==> src/rtl/inst_prefetch_queue.sv <==
// Instruction prefetch queue: 32-bit fetch words in, one 16-bit inst/cycle out.
// Ports: clk, rst(async low), write/exInst/wr_ready/fetch_pc (fetch side),
//   stall/flush/flush_pc (control), inst/inst_pc/inst_valid/count (decode side).
//   PREFETCH_PERF_EN adds starve_cnt (cycles with no instruction, saturating).
module inst_prefetch_queue #(
  parameter int DEPTH   = 4,
  parameter int PCWIDTH = 16
) (
  input  logic                     clk,
  input  logic                     rst,
  input  logic                     write,
  input  logic [31:0]              exInst,
  output logic                     wr_ready,
  output logic [PCWIDTH-1:0]       fetch_pc,
  input  logic                     stall,
  input  logic                     flush,
  input  logic [PCWIDTH-1:0]       flush_pc,
  output logic [15:0]              inst,
  output logic [PCWIDTH-1:0]       inst_pc,
  output logic                     inst_valid,
`ifdef PREFETCH_PERF_EN
  output logic [15:0]              starve_cnt,
`endif
  output logic [$clog2(DEPTH):0]   count
);

  localparam int AW = $clog2(DEPTH);
  localparam int CW = AW + 1;

  typedef enum logic {RUN, SKIP_LO} state_t;

  state_t             state_q, state_d;
  logic [15:0]        mem_inst [DEPTH];
  logic [PCWIDTH-1:0] mem_pc   [DEPTH];
  logic [AW-1:0]      wr_ptr, rd_ptr;
  logic [CW-1:0]      count_q;
  logic [PCWIDTH-1:0] fetch_pc_q;
  logic               accept, consume;
  logic [1:0]         push_n;

  assign inst_valid = (count_q != '0);
  // conservative: ignores any same-cycle consume
  assign wr_ready   = (count_q <= CW'(DEPTH - 2));
  assign accept     = write && wr_ready && !flush;
  assign consume    = inst_valid && !stall && !flush;
  assign push_n     = !accept ? 2'd0 :
                      (state_q == SKIP_LO) ? 2'd1 : 2'd2;

  assign count    = count_q;
  assign fetch_pc = fetch_pc_q;
  assign inst     = inst_valid ? mem_inst[rd_ptr] : 16'h0000;
  assign inst_pc  = inst_valid ? mem_pc[rd_ptr] : '0;

  always_comb begin
    state_d = state_q;
    if (flush)
      state_d = flush_pc[0] ? SKIP_LO : RUN;
    else if (accept && state_q == SKIP_LO)
      state_d = RUN;
  end

  always_ff @(posedge clk or negedge rst) begin
    if (!rst) begin
      state_q    <= RUN;
      wr_ptr     <= '0;
      rd_ptr     <= '0;
      count_q    <= '0;
      fetch_pc_q <= '0;
    end else begin
      state_q <= state_d;
      if (flush) begin
        wr_ptr     <= '0;
        rd_ptr     <= '0;
        count_q    <= '0;
        fetch_pc_q <= {flush_pc[PCWIDTH-1:1], 1'b0};
      end else begin
        wr_ptr  <= wr_ptr + AW'(push_n);
        rd_ptr  <= rd_ptr + AW'(consume);
        count_q <= count_q + CW'(push_n) - CW'(consume);
        if (accept)
          fetch_pc_q <= fetch_pc_q + PCWIDTH'(2);
      end
    end
  end

  // payload storage needs no reset: liveness is tracked by count
  always_ff @(posedge clk) begin
    if (accept) begin
      if (state_q == SKIP_LO) begin
        mem_inst[wr_ptr] <= exInst[31:16];
        mem_pc[wr_ptr]   <= fetch_pc_q + PCWIDTH'(1);
      end else begin
        mem_inst[wr_ptr]          <= exInst[15:0];
        mem_pc[wr_ptr]            <= fetch_pc_q;
        mem_inst[wr_ptr + AW'(1)] <= exInst[31:16];
        mem_pc[wr_ptr + AW'(1)]   <= fetch_pc_q + PCWIDTH'(1);
      end
    end
  end

`ifdef PREFETCH_PERF_EN
  always_ff @(posedge clk or negedge rst) begin
    if (!rst)
      starve_cnt <= 16'h0000;
    else if (!inst_valid && !flush && starve_cnt != 16'hFFFF)
      starve_cnt <= starve_cnt + 16'd1;
  end
`endif

endmodule

==> config.mk <==
export PLATFORM = sky130hd
export DESIGN_NAME = inst_prefetch_queue
export DESIGN_NICKNAME = d
export VERILOG_FILES = /design/src/rtl/inst_prefetch_queue.sv
export SDC_FILE = /design/constraint.sdc
export NUM_CORES = 1
export LEC_CHECK = 0
export ABC_AREA = 1
export CORE_UTILIZATION = 44
export CTS_CLUSTER_SIZE = 14
export DETAILED_ROUTE_END_ITERATION = 16
export PLACE_DENSITY = 0.7
export SETUP_SLACK_MARGIN = 0.05
export SLEW_MARGIN = 20
export SYNTH_ARGS = -nofsm -noshare
export SYNTH_HDL_FRONTEND = slang
export SYNTH_SLANG_ARGS = --single-unit
export TNS_END_PERCENT = 50
==> constraint.sdc <==
create_clock -name clk -period 11.2 [get_ports clk]
set_input_delay 1.68 -clock clk [delete_from_list [all_inputs] [get_ports clk]]
set_output_delay 1.68 -clock clk [all_outputs]
set_load 0.05 [all_outputs]
==> out/metrics.cfg <==
[status]
outcome = finished, final reports clean

[place]
post-place-ws_ns = 6.527
place_area_mm2 = 0.008880
placed_cells = 1139
dp_hpwl_um = 11850
routabilityCongestion = 0.8110
port_buffers = 104

[flow_run]
cap_violations = 0

[sta]
setup_viol = 0
finalCritPeriodShare_pct = 45.54
finalWorstSetupSlack_ns = 6.100
rsz0062_at_grt = no
finalSetupTns_ns = 0
post-route-min-period_ns = 5.100
skew_ns = 0.007131
drv_slew = 0
worst_pin_slew_ns = 0.7979
slew-limit-headroom_pct = 46.68
hold_violations = 0
fmax_mhz = 196.1

[global_routing]
grt_pass1_vias = 5925
grt_max_degree = 84
antenna_found_initial = 0
overflow = 0
grtUsageTotal_pct = 22.68
grt_pass1_wl_um = 31330

[synthesis]
yosysSeqAreaShare_pct = 56.03
synth.net_count = 965
synth-main-ff-cell = edfxtp_1
synth_top_area_share_pct = 48.73
netlist_top_cells_area = edfxtp_1 49%, nand2_1 10%, dfrtp_1 7.3%
synth_mux_area_share_pct = 0
synthCells = 905
synth_cell_type_count = 30
yosysTopAreaCell = edfxtp_1
synth_xor_area_share_pct = 0.9994
synthArstFlopShare_pct = 15.23
synth_top_family_by_area = simple AND/OR/NAND/NOR gates
syn-cell-area_mm2 = 0.007888
yosys.area_share.adder_pct = 1.206
synth_warnings = 0
synthSimpleGateAreaFrac_pct = 20.27
synth_edf_count = 128
avgSynthCellArea_um2 = 8.716
synth_compound_area_share_pct = 13.39
ys_ff_latch = 151

[clocking]
cts_tree = yes
path_clk_slew_ns = 0.06
clock_latency_ns = 0.42
cts_resized = 0
ctsHoldBuffers = 0
numCtsBuffers = 17
ctsHtreeMaxLevel = 4
cts_root_buffer = clkbuf_16
cts_sinks = 151
clock_path_buffers = 2
post_cts_buffers = 0

[routing]
drt_iter0_drc = 603
top_layer = met4
wl_met1_um = 8798
routed_wl_um = 19790
drc_errors = 0
antenna_left = 0
viasPerCell = 5.333
wire_per_inst_um = 16.90
dr.pass1.iters = 5
wl_met3_um = 1216
wl_met2_um = 9337
vias = 6245

[setup_path]
end_kind = output pin
path_class = reg2out
critPathLaunch = rd_ptr[0]
rr_worst_depth = 11
ff2ff_setup_slack_ns = 8.27
worst_setup_path_start_kind = flip-flop
critPathArrivalTime_ns = 3.42
critPathRequiredTime_ns = 9.52
r2r-start = count[0]
crit_path_max_fanout = 66
r2r_end = count[2]

[pwr]
p_int_mw = 1.323
powerDensity_mw_per_mm2 = 225.4
comb_power_share_pct = 36.9
switching_share_pct = 38.28
p_sw_mw = 0.8208
leakagePower_nw = 3.688
worst_ir_drop_vdd_mv = 0.1978
p_clk_share_pct = 28.6
power_frac_seq_pct = 34.5

[floorplanning]
row_count = 48
fp.coreArea_mm2 = 0.01742
die_w_um = 135.9
die_area_mm2 = 0.01847
start_util_pct = 45.29
io_pins = 106
die_h_um = 135.9

[layout]
syn2layout_area_growth_pct = 20.57
multi_input_area_mm2 = 0.002851
design_area_mm2 = 0.009510
stdcell_count = 1171
fillers = 1569
nets = 993
antennaDiodeCount = 0
drive_gt1_share_pct = 6.025
final_cell_mix = 218 x nand2_1, 147 x nor2_1, 128 x edfxtp_1
final_common_cell = nand2_1
finish.utilization_pct = 54.60
ff_latch_area_mm2 = 0.004420

[min_path]
hold_end = state_q
min-delay-start = state_q
hp-class = reg2reg
hold_depth = 2

-- metal layers --
metal / vias up / global-route usage (%)
li1: 3060 / -
met1: 2924 / 30.11
met2: 227 / 37.13
met3: 34 / 3.990
met4: 0 / 8.395
met5: - / 0
-- worst max-delay path by stage --
stage,end,slack (ns),depth (start not counted)
floorplan,mem_inst[3][0],6.08,5
global placement,inst_pc[1],6.58,6
detailed placement,inst_pc[1],6.53,6
CTS,inst_pc[1],6.09,6
global route,inst_pc[1],5.89,6
finish,inst_pc[1],6.10,6
-- flip-flops by register name, indices dropped and copies added (netlist names) --
signal,cells
rd_ptr,2
mem_inst,64
mem_pc,64
wr_ptr,2
count,3
state_q,1
fetch_pc,15
-- per-stage QoR --
step | hold WS [ns] | power [mW]
2_1_floorplan | 0.5365 | 1.292
3_3_place_gp | 0.5761 | 1.532
3_5_place_dp | 0.5743 | 1.540
4_1_cts | 0.5928 | 2.150
5_1_grt | 0.6074 | 2.233
6_report | 0.5920 | 2.144
-- synth_stat cells (2+ instances only) --
cell type,n
nand2_1,218
nor2_1,148
edfxtp_1,128
clkbuf_1,79
o21ai_0,72
o211ai_1,66
inv_1,48
a21oi_1,34
dfrtp_1,23
nand3_1,23
buf_2,12
buf_1,9
xor2_1,7
ha_1,6
buf_4,5
inv_2,4
nand4_1,4
nand4_2,4
clkinv_1,2
nand2_2,2
xnor2_1,2
-- worst max-delay path: stages (launching register included) --
cell and delay (ns):
dfrtp_2 0.34, buf_4 0.56, clkinv_1 0.45, buf_4 0.40, o21ai_0 0.38, a21oi_1 0.11, clkdlybuf4s50_1 0.72
-- power groups by stage --
stage               combinational, mW  sequential, mW  clock, mW
global placement                0.785           0.747          0
finish                          0.792           0.740      0.612
CTS                             0.795           0.738      0.616
global route                    0.849           0.746      0.638
floorplan                       0.514           0.778          0
detailed placement              0.791           0.749          0
-- final cells by class --
cell class                 count  share of cell area [%]
multi-input combinational    594                   29.98
timing repair buffer         115                   11.76
clock inverter                 8                   1.513
clock buffer                  24                   5.170
inverter                      54                   2.131
tap                          225                   2.960
sequential                   151                   46.48
-- cells by family after synthesis --
kind of cell / Yosys count
xor gates and xnor gates: 9
adders and majority gates: 7
buffers and inverters: 160
AOI/OAI and AO/OA: 175
other: 1
and+or+nand+nor: 402
DFF: 151
Note: power is estimated with default switching activity, not from simulation.
